===== src/rtl/zet_int_arbiter.sv =====
// ---------------------------------------------------------------------------
// zet_int_arbiter
//
// Interrupt controller placed in front of the Zet instruction decoder.
// It collects eight IRQ lines and one NMI line, and applies the mask
// register. It uses fully nested priority, where bit 0 is the highest
// priority. It drives the decoder's intr/nmir request lines. When the
// decoder acknowledges a maskable request, the controller answers with
// an 8-bit vector. The serviced line is then marked in-service until
// software issues an EOI.
//
// Parameters
//   VEC_BASE   vector returned for irq[0]; irq[i] returns VEC_BASE+i (mod 256)
//   LEVEL      0 = rising-edge triggered irq lines, 1 = level triggered
//
// Ports
//   clk        system clock, all logic on the rising edge
//   rst        synchronous reset, active high
//   irq        external interrupt requests, bit 0 highest priority
//   nmi_in     non-maskable interrupt line, rising-edge triggered
//   intr       maskable interrupt request to the decoder
//   inta       one-cycle acknowledge pulse from the decoder
//   nmir       NMI request to the decoder
//   nmia       one-cycle NMI acknowledge pulse from the decoder
//   vector     interrupt vector, valid while vec_valid is high
//   vec_valid  one-cycle pulse qualifying vector
//   eoi        one-cycle pulse, clears the highest-priority in-service bit
//   mask_we    write strobe for the mask register
//   mask_din   new mask value, 1 = masked
//   mask       current mask register
// ---------------------------------------------------------------------------
module zet_int_arbiter #(
    parameter logic [7:0] VEC_BASE = 8'h08,
    parameter bit         LEVEL    = 1'b0
) (
    input  logic       clk,
    input  logic       rst,
    input  logic [7:0] irq,
    input  logic       nmi_in,
    output logic       intr,
    input  logic       inta,
    output logic       nmir,
    input  logic       nmia,
    output logic [7:0] vector,
    output logic       vec_valid,
    input  logic       eoi,
    input  logic       mask_we,
    input  logic [7:0] mask_din,
    output logic [7:0] mask
);

    typedef enum logic [1:0] {
        S_IDLE = 2'd0,
        S_REQ  = 2'd1,
        S_ACK  = 2'd2
    } state_t;

    state_t     r_state;
    state_t     w_state_next;

    logic [7:0] r_irr;
    logic [7:0] r_isr;
    logic [7:0] r_imr;
    logic [7:0] r_irq_prev;
    logic       r_nmi_prev;
    logic       r_intr;
    logic       r_nmir;
    logic [7:0] r_vector;
    logic       r_vec_valid;

    logic [7:0] w_pend;
    logic [7:0] w_prio_ok;
    logic [7:0] w_elig;
    logic       w_any;
    logic [2:0] w_win;
    logic [7:0] w_win_onehot;

    logic       w_accept;
    logic       w_take;
    logic       w_intr_next;
    logic       w_vec_valid_next;
    logic [7:0] w_vector_next;

    logic [7:0] w_irq_edge;
    logic [7:0] w_irr_next;
    logic [7:0] w_isr_lsb;
    logic [7:0] w_isr_next;
    logic       w_nmi_edge;
    logic       w_nmir_next;

    // -----------------------------------------------------------------------
    // Priority resolution
    // -----------------------------------------------------------------------
    assign w_pend = r_irr & ~r_imr;

    // A request is allowed only if no in-service bit sits at its index or
    // above it in priority. That is the fully nested rule.
    generate
        for (genvar gi = 0; gi < 8; gi++) begin : g_prio
            assign w_prio_ok[gi] = ~|r_isr[gi:0];
        end
    endgenerate

    assign w_elig       = w_pend & w_prio_ok;
    assign w_any        = |w_elig;
    assign w_win_onehot = w_elig & (~w_elig + 8'd1);

    always_comb begin
        w_win = 3'd0;
        for (int i = 7; i >= 0; i--) begin
            if (w_elig[i]) begin
                w_win = 3'(i);
            end
        end
    end

    // -----------------------------------------------------------------------
    // FSM: state register
    // -----------------------------------------------------------------------
    always_ff @(posedge clk) begin
        if (rst) begin
            r_state <= S_IDLE;
        end else begin
            r_state <= w_state_next;
        end
    end

    // -----------------------------------------------------------------------
    // FSM: next-state logic
    // -----------------------------------------------------------------------
    always_comb begin
        w_state_next = r_state;
        case (r_state)
            S_IDLE:  if (w_any) w_state_next = S_REQ;
            S_REQ: begin
                if (inta) begin
                    w_state_next = S_ACK;
                end else if (!w_any) begin
                    w_state_next = S_IDLE;
                end
            end
            S_ACK:   w_state_next = S_IDLE;
            default: w_state_next = S_IDLE;
        endcase
    end

    // -----------------------------------------------------------------------
    // FSM: output logic (next values of the registered handshake outputs)
    // -----------------------------------------------------------------------
    always_comb begin
        w_accept         = 1'b0;
        w_take           = 1'b0;
        w_intr_next      = 1'b0;
        w_vec_valid_next = 1'b0;
        w_vector_next    = r_vector;
        case (r_state)
            S_IDLE: w_intr_next = w_any;
            S_REQ: begin
                if (inta) begin
                    w_accept         = 1'b1;
                    w_take           = w_any;
                    w_vec_valid_next = 1'b1;
                    // An empty eligible set at acknowledge time is spurious:
                    // return the lowest-priority vector.
                    w_vector_next    = w_any ? (VEC_BASE + {5'd0, w_win})
                                             : (VEC_BASE + 8'd7);
                end else begin
                    w_intr_next = w_any;
                end
            end
            default: ;
        endcase
    end

    // -----------------------------------------------------------------------
    // Request / in-service / mask datapath
    // -----------------------------------------------------------------------
    assign w_irq_edge = irq & ~r_irq_prev;

    // A fresh edge must survive a same-cycle acknowledge clear. That is why
    // the edge is ORed in after the clear.
    always_comb begin
        w_irr_next = r_irr;
        if (LEVEL) begin
            w_irr_next = irq;
        end else begin
            w_irr_next = (r_irr & ~(w_take ? w_win_onehot : 8'h00)) | w_irq_edge;
        end
    end

    // EOI retires the lowest set isr bit of the old isr. The winner of a
    // same-cycle acknowledge was already chosen against that old isr.
    assign w_isr_lsb  = r_isr & (~r_isr + 8'd1);
    assign w_isr_next = (eoi ? (r_isr & ~w_isr_lsb) : r_isr)
                      | (w_take ? w_win_onehot : 8'h00);

    assign w_nmi_edge  = nmi_in & ~r_nmi_prev;
    assign w_nmir_next = w_nmi_edge | (r_nmir & ~nmia);

    always_ff @(posedge clk) begin
        if (rst) begin
            r_irr       <= 8'h00;
            r_isr       <= 8'h00;
            r_imr       <= 8'hFF;
            r_irq_prev  <= 8'h00;
            r_nmi_prev  <= 1'b0;
            r_intr      <= 1'b0;
            r_nmir      <= 1'b0;
            r_vector    <= 8'h00;
            r_vec_valid <= 1'b0;
        end else begin
            r_irr       <= w_irr_next;
            r_isr       <= w_isr_next;
            if (mask_we) begin
                r_imr <= mask_din;
            end
            r_irq_prev  <= irq;
            r_nmi_prev  <= nmi_in;
            r_intr      <= w_intr_next;
            r_nmir      <= w_nmir_next;
            r_vector    <= w_vector_next;
            r_vec_valid <= w_vec_valid_next;
        end
    end

    assign intr      = r_intr;
    assign nmir      = r_nmir;
    assign vector    = r_vector;
    assign vec_valid = r_vec_valid;
    assign mask      = r_imr;

endmodule


===== config.mk =====
export PLATFORM = sky130hd
export DESIGN_NAME = zet_int_arbiter
export DESIGN_NICKNAME = d
export VERILOG_FILES = /design/src/rtl/zet_int_arbiter.sv
export SDC_FILE = /design/constraint.sdc
export NUM_CORES = 1
export LEC_CHECK = 0
export BUFFER_PORTS_ARGS = -buffer_cell sky130_fd_sc_hd__buf_2
export CORE_ASPECT_RATIO = 0.5
export CORE_UTILIZATION = 45
export CTS_BUF_LIST = sky130_fd_sc_hd__clkbuf_4
export DETAILED_ROUTE_END_ITERATION = 8
export GPL_ROUTABILITY_DRIVEN = 1
export PLACE_DENSITY = 0.8
export SETUP_SLACK_MARGIN = 0.4
export SYNTH_ARGS = -nofsm -noshare
export SYNTH_HDL_FRONTEND = slang
export SYNTH_SLANG_ARGS = --single-unit

===== constraint.sdc =====
create_clock -name clk -period 3.6 [get_ports clk]
set_input_delay 0.18 -clock clk [delete_from_list [all_inputs] [get_ports clk]]
set_output_delay 0.18 -clock clk [all_outputs]
set_load 0.02 [all_outputs]

Yosys cells after proc, flatten, opt, wreduce, memory -nomap -nowiden
Index checks and enable logic that the tools add are counted.
{ "word_totals": {"regBits": 46, "out_inout_bits": 19, "input_bits": 23} }
{ "classes": {"bitwise": 21, "muxes": 20, "n_eq_ne": 3, "reduce_logical": 20, "add_sub_neg": 3} }
{ "op_table": {"columns": ["op", "count"], "rows": [
  ["8-bit bitwise AND", 7],
  ["8-bit NOT", 6],
  ["3-bit two-way mux", 8],
  ["8-bit by 1-bit adder with 8-bit output (second input constant)", 2],
  ["8-bit two-way mux", 2],
  ["8-bit OR", 2],
  ["8-bit OR reduction", 2],
  ["1-bit logical NOT", 8],
  ["7-bit OR reduction", 1],
  ["2-bit two-way mux", 3],
  ["6-bit OR reduction", 1],
  ["4-bit by 3-bit adder with 5-bit output (first input constant)", 1],
  ["5-bit two-way mux", 1],
  ["5-bit OR reduction", 1],
  ["1-bit two-way mux", 4],
  ["2-bit case mux with 2 select lines", 1],
  ["2-bit AND reduction", 2],
  ["2-bit OR reduction", 2],
  ["4-bit OR reduction", 1],
  ["3-bit inequality test (second input constant)", 1],
  ["1-bit NOT", 3],
  ["3-bit OR reduction", 1],
  ["1-bit bitwise AND", 2],
  ["2-bit by 1-bit equality test with 1-bit output (second input constant)", 1],
  ["4 further kinds", 4]
]} }

Depth between registers and ports, before layout
Gate-level depths: netlist of run 1.
{ "depth": {"ltp_word": 13, "depth_mapped": 6} }

Worst setup path before layout of run 1
Ideal clock, no wire load.
{ "synth_path": {"path_type": "flip-flop to flip-flop", "from": "register r_isr[0]", "to": "register r_irr[5]", "setup_ns": 0.117, "arrival_ns": 1.850, "n_path_buf": 1, "slack_ns": 1.633, "stages_incl_launch_ff": 7, "synth_period_minus_slack_ns": 1.967, "path_cell_list": "dfxtp_1 -> buf_6 -> or4_4 -> nor2_4 -> nand4_1 -> or4_1 -> a32o_1"} }
{ "synth_between": {"elab_chain_len": 10, "word_cells_on_any_way": 26, "cone_classes": "1 x add/sub; 3 x mux; 6 x bitwise; 16 x reduce/logical"} }
{ "synth_rtl": {"columns": ["item", "line_no", "text"], "rows": [
  ["start: declaration", "62", "logic [7:0] r_isr;"],
  ["start signal: assignment", "213", "r_isr <= w_isr_next;"],
  ["6-bit OR reduction (tied with other cells)", "100", "assign w_prio_ok[gi] = ~|r_isr[gi:0];"],
  ["1-bit logical NOT", "100", null],
  ["8-bit bitwise AND *", "104", "assign w_elig = w_pend & w_prio_ok;"],
  ["8-bit NOT / 8-bit OR reduction (equally long branches)", "106, 105", null],
  ["8-bit by 1-bit adder with 8-bit output / 1-bit two-way mux (equally long branches)", "106, 159", null],
  ["8-bit bitwise AND / 1-bit two-way mux (equally long branches)", "106, 156", null],
  ["8-bit two-way mux *", "187", "w_irr_next = (r_irr & ~(w_take ? w_win_onehot : 8'h00)) | w_irq_edge;"],
  ["8-bit NOT *", "187", null],
  ["8-bit bitwise AND *", "187", null],
  ["8-bit OR *", "187", null],
  ["end signal: assignment", "212", "r_irr <= w_irr_next;"],
  ["end: declaration", "61", "logic [7:0] r_irr;"]
]} }
Every way passes the cells marked *; elsewhere a longest branch is shown, timed or not.
A chain may end at the register's enable or synchronous reset.

Worst setup path in the final report of run 1
Ends and elaborated chain as after synthesis.

==> results.cfg, run 1 <==
[setup_path]
critPathLaunchType = flop
r2r_start = r_isr[0]$_SDFF_PP0_
path_cells = or4_4 > nor2_4 > nand4_1 > or4_1 > a32o_1
crit_buf_inv = 0
crit_required_ns = 3.86
path_class = flop to flop
crit_fanout = 9
arrival_ns = 2.32
path_delay_family = simple AND/OR/NAND/NOR gates
worstSetupPathDepth = 5
endpoint_kind = flop
slowest_delay_ns = 0.61
r2r_cells = 5
r2r_slack_ns = 1.53
rr_endpoint = r_irr[5]$_SDFF_PP0_
crit_slowest_cell = or4_4

[clock_tree]
clk_latency_ns = 0.35
cts_root_buf = clkbuf_4
cts_tree = done
cts-htree-levels = 2
holdBufCountCts = 0
numCtsBuffers = 5
post_cts_buffers = 0
path_clk_slew_ns = 0.13
clock_path_buffers = 2
cts.sinks = 42
cts-resized-gates = 0

[logic_synthesis]
seq_area_frac_synth_pct = 49.81
synth-edff-count = 0
postSynthCellCount = 183
synth-async-reset-ratio_pct = 0
synth_ff_type = dfxtp_1
synth_cell_types = 41
yosys_warnings = 0
ys_ff_latch = 42
avgSynthCellArea_sq_um = 9.223
synth.cell_area_sq_um = 1688

[power]
switching_share_pct = 25.83
p_leak_nw = 0.8271
ir_drop_v = 0.0002071
combPwrFrac_pct = 12.0
pwr-share-clk_pct = 33.1
p_int_mw = 0.6823
powerDensity_nw_per_um2 = 467.7
power.switching_mw = 0.2376
sequentialPowerShare_pct = 54.8

[sta]
slew_headroom_pct = 65.13
setup_tns_ns = 0
worst_slew_pin_slew_ns = 0.5231
setup_viol = 0
max_freq_mhz = 484.0
rsz0062_at_grt = no
slew_viol_final = 0
hold_viol = 0
worst_slack_ns = 1.534
finalCriticalPeriod_ns = 2.066
finalCritPeriodShare_pct = 57.39
finClkSkew_ns = 0.01397

[global_route]
antenna_found_initial = 0
grt_max_degree = 29
grt_pass1_vias = 1266
gr-total-overflow = 0
grt_use_total_pct = 20.34
grt_pass1_wl_um = 5899

[placement]
dp_hpwl_um = 2514
port-buffer-count = 37
dp_slack_ns = 1.570
place_congestion = 0.8626

[floorplan]
fp-row-count = 15
die_area_sq_um = 4014
chipWidth_um = 88.61
design.portCount = 42
dieHeight_um = 45.31
placeableCoreArea_sq_um = 3510
initial_core_util_pct = 48.09

[routing]
via_count = 1396
via_per_inst = 5.151
drtIter0Drc = 53
wl_per_cell_um = 13.00
routed_wl_um = 3524
drc = 0
drtPass1Iterations = 5
ant_nets = 0

[cells_and_area]
fill_cells = 360
insertedDiodeCount = 0
final_nets = 242
drive_above_1_share_pct = 22.73
syn2layout_area_growth_pct = 16.53
final_cell_mix = dfxtp_1 (42), buf_2 (37), nand2_1 (17), nor2_1 (14), nor2b_1 (12)
final_common_cell = dfxtp_1

[min_path]
hold_end = r_irq_prev[6]$_SDFF_PP0_
min_from = irq[6]
hold_path_class = primary input to flop
min_path_cells = 3

[outcome]
outcome = finished clean

[run]
drv_cap = 0
[cells in the mapped netlist (all sizes together) (2+ instances only)]
library cell	instances	area, sq um
clkbuf	6	22.52
dfxtp	42	840.8
nand2	17	63.81
o41ai	2	17.52
nor3	3	15.01
or4	3	26.27
a32o	2	20.02
mux2i	8	80.08
a22oi	2	15.01
o21ai	7	38.79
or3b	2	17.52
nor2	16	70.07
a21oi	10	50.05
nand4	6	37.54
or3	2	12.51
nand2b	7	43.79
inv	6	22.52
buf	5	41.29
o211ai	3	22.52
nor3b	4	30.03
or2	3	18.77
o31ai	2	15.01
a31o	2	17.52
and3	2	12.51
nor2b	12	75.07
[state kept, by name, summed over array words and instances, names as in the netlist]
signal	flops
intr	1
mask	8
nmir	1
r_irq_prev	8
r_irr	8
r_isr	8
r_nmi_prev	1
r_state	2
vec_valid	1
vector	4
[power groups by stage]
stage / Sequential, mW / Clock [mW] / Combinational (mW)
after detailed placement: 0.515 / 0 / 0.110
after floorplan: 0.526 / 0 / 0.0653
after global routing: 0.509 / 0.332 / 0.124
after CTS: 0.505 / 0.311 / 0.111
after global placement: 0.514 / 0 / 0.108
final: 0.504 / 0.305 / 0.111
[cell families after synthesis]
logic type             synth area share [%]
other                                0.2222
buffers and inverters                 5.115
AND/OR/NAND/NOR                       26.09
flip-flops                            49.81
AO/OA/AOI/OAI                         14.01
multiplexers                          4.744
[layer usage]
layer | vias to the layer above | share of wire, % | GRT usage, %
met5 | - | 0 | 0
met4 | 0 | 0 | 7.419
met1 | 650 | 51 | 28.91
li1 | 706 | - | -
met2 | 40 | 44 | 29.54
met3 | 0 | 5.0 | 5.667
[worst max path at each step]
stage | from | to | slack (ns)
floorplan | r_isr[0]$_SDFF_PP0_ | r_irr[5]$_SDFF_PP0_ | 1.63
global placement | r_isr[0]$_SDFF_PP0_ | r_irr[5]$_SDFF_PP0_ | 1.59
detailed placement | r_isr[0]$_SDFF_PP0_ | r_irr[5]$_SDFF_PP0_ | 1.57
CTS | r_isr[0]$_SDFF_PP0_ | r_irr[5]$_SDFF_PP0_ | 1.55
global route | r_isr[0]$_SDFF_PP0_ | r_irr[7]$_SDFF_PP0_ | 1.39
finish | r_isr[0]$_SDFF_PP0_ | r_irr[5]$_SDFF_PP0_ | 1.53
[worst register-to-register path, cell delays in order (launching register included)]
cell     delay, ns
dfxtp_1       0.40
or4_4         0.61
nor2_4        0.13
nand4_1       0.14
or4_1         0.42
a32o_1        0.26
[per-stage QoR]
step	instance area, sq um	util [%]	power (mW)	hold slack (ns)	cells
final	1967	56.04	0.9199	0.02952	271
after floorplan	1699	-	0.5910	0.2922	186
after detailed placement	1884	53.69	0.6252	0.3897	263
after global routing	1967	56.04	0.9646	0.02614	271
after global placement	1884	53.69	0.6223	0.3811	263
after CTS	1967	56.04	0.9273	0.01979	271
[layout make-up]
type	count	area [sq um]	area share [%]
flip-flops and latches	42	840.8	42.75
clock inverters	3	45.04	2.290
clock buffers	5	37.54	1.908
multi-input cells	127	772.0	39.25
inverters	6	22.52	1.145
repair buffers	37	185.2	9.415
well taps	51	63.81	3.244
(Power assumes the default switching activity.)
==> inputs of run 2 (changes only) <==
==> constraint.sdc (replaced) <==
create_clock -name clk -period 2.2 [get_ports clk]
set_input_delay 0.11 -clock clk [delete_from_list [all_inputs] [get_ports clk]]
set_output_delay 0.11 -clock clk [all_outputs]
set_load 0.02 [all_outputs]
==> run 2 against run 1 <==
Core utilization up 7.6 points. Global-route usage up 1.7 points. Sequential power up 63%. Highest routed layer is now met4. Routed wire length up 13%. Cell area up 14%. Setup slack worse by 1.3 ns. Flip-flop and latch count unchanged. Clock skew about the same. Critical path type unchanged. Sequential share of layout area down 4.8 points. Combinational power up 94%. Non-clock buffer count up 25. Largest power group unchanged. Worst hold slack worse by 0.010 ns.
==> results.cfg, run 2 (synthesis results as in run 1) <==
[outcome]
outcome = finished clean

[setup_path]
crit_buf_inv = 0
crit_fanout = 4
critPathLaunchType = flop
path_class = flop to flop
slowest_delay_ns = 0.55
arrival_ns = 2.18
path_delay_family = simple AND/OR/NAND/NOR gates
crit_required_ns = 2.44
path_cells = or4_4 > nor2_4 > nand4_1 > or4_1 > a32o_1
endpoint_kind = flop
crit_slowest_cell = or4_4

[floorplan]
chipWidth_um = 88.61
design.portCount = 42
fp-row-count = 15
placeableCoreArea_sq_um = 3510
initial_core_util_pct = 48.09
die_area_sq_um = 4014
dieHeight_um = 45.31

[global_route]
gr-total-overflow = 0
grt_pass1_wl_um = 6492
grt_max_degree = 28
grt_pass1_vias = 1394
grt_use_total_pct = 22.00
antenna_found_initial = 0

[placement]
port-buffer-count = 37
place_congestion = 0.9424
dp_hpwl_um = 2628
dp_slack_ns = 0.1539

[routing]
drtIter0Drc = 40
via_per_inst = 5.091
routed_wl_um = 3973
drc = 0
drtPass1Iterations = 4
wl_per_cell_um = 13.42
via_count = 1507
ant_nets = 0

[clock_tree]
clk_latency_ns = 0.35
cts_tree = done
cts_root_buf = clkbuf_4
numCtsBuffers = 5
path_clk_slew_ns = 0.13
cts.sinks = 42
clock_path_buffers = 2
cts-htree-levels = 2

[sta]
setup_tns_ns = 0
slew_viol_final = 0
finalCriticalPeriod_ns = 1.939
setup_viol = 0
max_freq_mhz = 515.7
rsz0062_at_grt = yes
worst_slew_pin_slew_ns = 0.5162
hold_viol = 0
finClkSkew_ns = 0.01438
worst_slack_ns = 0.2607
finalCritPeriodShare_pct = 88.15
slew_headroom_pct = 65.55
holdWs_ns = 0.01903

[power]
combPwrFrac_pct = 13.0
powerDensity_nw_per_um2 = 741.1
total_power_mw = 1.656
switching_share_pct = 24.15
pwr-share-clk_pct = 37.3
ir_drop_v = 0.0004551
power.switching_mw = 0.3999
sequentialPowerShare_pct = 49.7
p_leak_nw = 0.9576
p_int_mw = 1.256

[cells_and_area]
insertedDiodeCount = 0
drive_above_1_share_pct = 26.53
syn2layout_area_growth_pct = 32.39
final_nets = 267
final_common_cell = dfxtp_1
final_cell_mix = dfxtp_1 (40), buf_2 (37), nand2_1 (17), dlygate4sd3_1 (15), nor2_1 (14)

[min_path]
hold_path_class = primary input to flop

[run]
drv_cap = 0
[run 2: path summary, 6_finish.rpt]
kind / from / endpoint / cells past startpoint / slack, ns
setup reg to reg: r_isr[1]$_SDFF_PP0_ / r_irr[5]$_SDFF_PP0_ / 5 / 0.26
hold / removal: nmia / nmir$_SDFF_PP0_ / 3 / 0.02
setup / recovery: r_isr[1]$_SDFF_PP0_ / r_irr[5]$_SDFF_PP0_ / 5 / 0.26
hold reg to reg: r_irq_prev[4]$_SDFF_PP0_ / r_irr[4]$_SDFF_PP0_ / 1 / 0.41
[run 2: cell type report]
class | instances | area, sq um
clock buffer | 5 | 37.54
clock inverter | 3 | 68.82
fill | 306 | 1275
inverter | 6 | 22.52
multi-input combinational | 127 | 783.3
sequential | 42 | 848.3
tap | 51 | 63.81
timing repair buffer | 62 | 410.4
[run 2: through the flow]
| step | std cells | instance area [sq um] | util, % |
|---|---|---|---|
| floorplan | 186 | 1699 | - |
| global placement | 266 | 1907 | 54.33 |
| detailed placement | 266 | 1907 | 54.33 |
| CTS | 293 | 2196 | 62.57 |
| global route | 296 | 2235 | 63.67 |
| finish | 296 | 2235 | 63.67 |
[run 2: metal layers]
layer	global-route usage (%)	vias up	wire [um]
li1	-	756	-
met1	30.71	706	1944
met2	35.23	43	1768
met3	5.484	2	249
met4	3.871	0	11
met5	0	-	0
[run 2: power by group through the flow]
stage                     clock, mW  combinational (mW)  sequential, mW
after detailed placement          0               0.185           0.843
after floorplan                   0               0.107           0.860
after CTS                     0.625               0.210           0.825
after global routing          0.671               0.237           0.830
after global placement            0               0.181           0.841
final                         0.618               0.215           0.824
[run 2: timing repair]
action | CTS | global route
endpoints found under the setup margin | 5 | 10
pin swaps | 3 | 3
setup buffers | 5 | 2
hold endpoints to repair | 14 | 1
hold buffers | 14 | 1
gates resized for setup | 3 | 4
[run 2: worst min-delay path, stage by stage]
cell and delay, ns:
buf_2 0.07, nand2b_1 0.09, a21oi_1 0.06
==> inputs of run 3 (changes only) <==
==> constraint.sdc (replaced) <==
create_clock -name clk -period 2.08 [get_ports clk]
set_input_delay 0.104 -clock clk [delete_from_list [all_inputs] [get_ports clk]]
set_output_delay 0.104 -clock clk [all_outputs]
set_load 0.02 [all_outputs]
==> run 3 against run 2 <==
Sequential power increased by 6.2%. Critical endpoint unchanged. Routed wire length rose by 5.1%. Fmax is 0.78% lower. Clock power fell by 16%. Core utilization up 1.7 points. Setup slack lost 0.14 ns. Critical path type unchanged. Largest power group unchanged. Total power decreased by 1.2%. Largest cell class is now multi-input gates. Worst hold slack improved by 0.0012 ns. First-iteration DRC count up 70%. Count of clock-buffer cells in the layout unchanged. Flip-flop and latch count stayed put.
==> results.cfg, run 3 (synthesis results as in run 1) <==
[setup_path]
crit_required_ns = 2.32
crit_slowest_cell = or4_4
crit_fanout = 4
slowest_delay_ns = 0.58
worstSetupPathDepth = 5
r2r_start = r_isr[2]$_SDFF_PP0_
crit_buf_inv = 0
crit_start = r_isr[2]$_SDFF_PP0_
r2r_slack_ns = 0.13
arrival_ns = 2.20
r2r_cells = 5
crit_path_end = r_irr[5]$_SDFF_PP0_
path_class = flop to flop
path_delay_family = simple AND/OR/NAND/NOR gates
path_cells = or4_4 > nor2_4 > nand4_1 > or4_1 > a32o_1
rr_endpoint = r_irr[5]$_SDFF_PP0_
endpoint_kind = flop
critPathLaunchType = flop

[sta]
finalCritPeriodShare_pct = 93.96
finalCriticalPeriod_ns = 1.954
holdWs_ns = 0.02024
worst_slack_ns = 0.1256
hold_viol = 0
rsz0062_at_grt = yes
setup_viol = 0
slew_viol_final = 0
slew_headroom_pct = 64.33
finClkSkew_ns = 0.01055
worst_slew_pin_slew_ns = 0.5339
max_freq_mhz = 511.7
setup_tns_ns = 0

[routing]
drtIter0Drc = 68
ant_nets = 0
routed_wl_um = 4175
via_count = 1572
drc = 0
wl_per_cell_um = 13.96
via_per_inst = 5.258
drtPass1Iterations = 4

[min_path]
hold_path_class = primary input to flop

[cells_and_area]
drive_above_1_share_pct = 31.05
syn2layout_area_growth_pct = 35.88
insertedDiodeCount = 0
final_common_cell = dfxtp_1
final_nets = 270
final_cell_mix = dfxtp_1 (38), buf_2 (37), nand2_1 (16), dlygate4sd3_1 (16), nor2_1 (14)
fill_cells = 309
fin_cells = 299

[power]
powerDensity_nw_per_um2 = 713.3
combPwrFrac_pct = 14.8
total_power_mw = 1.636
p_int_mw = 1.212
p_leak_nw = 0.9852
power.switching_mw = 0.4238
switching_share_pct = 25.91
sequentialPowerShare_pct = 53.5
pwr-share-clk_pct = 31.7
ir_drop_v = 0.0003803

[floorplan]
chipWidth_um = 88.61
initial_core_util_pct = 48.09
die_area_sq_um = 4014
placeableCoreArea_sq_um = 3510
design.portCount = 42
dieHeight_um = 45.31
fp-row-count = 15

[placement]
dp_slack_ns = 0.1127
numPlacedInstances = 268
place_congestion = 0.8864
dp_hpwl_um = 2795
port-buffer-count = 37

[clock_tree]
cts_root_buf = clkbuf_4
clock_path_buffers = 2
numCtsBuffers = 5
cts-htree-levels = 2
cts_tree = done
path_clk_slew_ns = 0.13
clk_latency_ns = 0.35
cts.sinks = 42

[global_route]
grt_max_degree = 28
grt_use_total_pct = 21.57
gr-total-overflow = 0
grt_pass1_vias = 1347
grt_pass1_wl_um = 6306
antenna_found_initial = 0

[outcome]
outcome = finished clean

[run]
drv_cap = 0
[run 3: changes by cell type in the layout (fill, tap and decap cells not counted), sizes merged]
cell	previous run	this run
buf	47	49
bufinv	2	1
clkinv	1	2
dlygate4sd3	15	16
[run 3: power groups by stage]
stage          clock network (mW)  registers, mW  logic, mW
6_report                    0.519          0.875      0.241
5_1_grt                     0.565          0.881      0.263
4_1_cts                     0.524          0.875      0.229
3_5_place_dp                    0          0.892      0.198
3_3_place_gp                    0          0.889      0.192
2_1_floorplan                   0          0.910      0.113
[run 3: layer usage]
| metal | wire length (um) | vias up | global-route usage [%] |
|---|---|---|---|
| met4 | 31 | 0 | 5.161 |
| met1 | 2123 | 762 | 30.39 |
| met5 | 0 | - | 0 |
| met2 | 1832 | 36 | 32.92 |
| met3 | 187 | 6 | 6.216 |
| li1 | - | 768 | - |
[run 3: layout make-up]
type                       count  area (sq um)  share of cell area, %
sequential                    42         845.8                  36.88
clock buffer                   5         37.54                  1.637
tap                           51         63.81                  2.782
timing repair buffer          65         435.4                  18.99
clock inverter                 3         40.04                  1.746
inverter                       6         22.52                 0.9820
multi-input combinational    127         848.3                  36.99
[run 3: timing repair]
item                       in CTS  in global routing
gates resized for setup         5                 13
pin swaps                       4                  9
setup endpoints to repair      10                 11
hold endpoints to repair       19                  0
setup buffers                   5                  2
cloned                          0                  0
hold buffers                   16                  0
[run 3: how the worst min path moves through the flow]
stage / to / slack, ns / cells past startpoint / start
final: r_irq_prev[5]$_SDFF_PP0_ / 0.02 / 2 / irq[5]
after global placement: r_irq_prev[6]$_SDFF_PP0_ / 0.30 / 3 / irq[6]
after CTS: r_irq_prev[5]$_SDFF_PP0_ / 0.009 / 2 / irq[5]
after floorplan: r_irq_prev[4]$_SDFF_PP0_ / 0.22 / 2 / irq[4]
after detailed placement: r_irq_prev[4]$_SDFF_PP0_ / 0.32 / 3 / irq[4]
after global routing: r_irq_prev[7]$_SDFF_PP0_ / 0.01 / 2 / irq[7]
[run 3: metrics by stage]
step | instance area (sq um) | util [%]
4_1_cts | 2225 | 63.39
2_1_floorplan | 1699 | -
5_1_grt | 2293 | 65.35
6_report | 2293 | 65.35
3_3_place_gp | 1922 | 54.76
3_5_place_dp | 1922 | 54.76
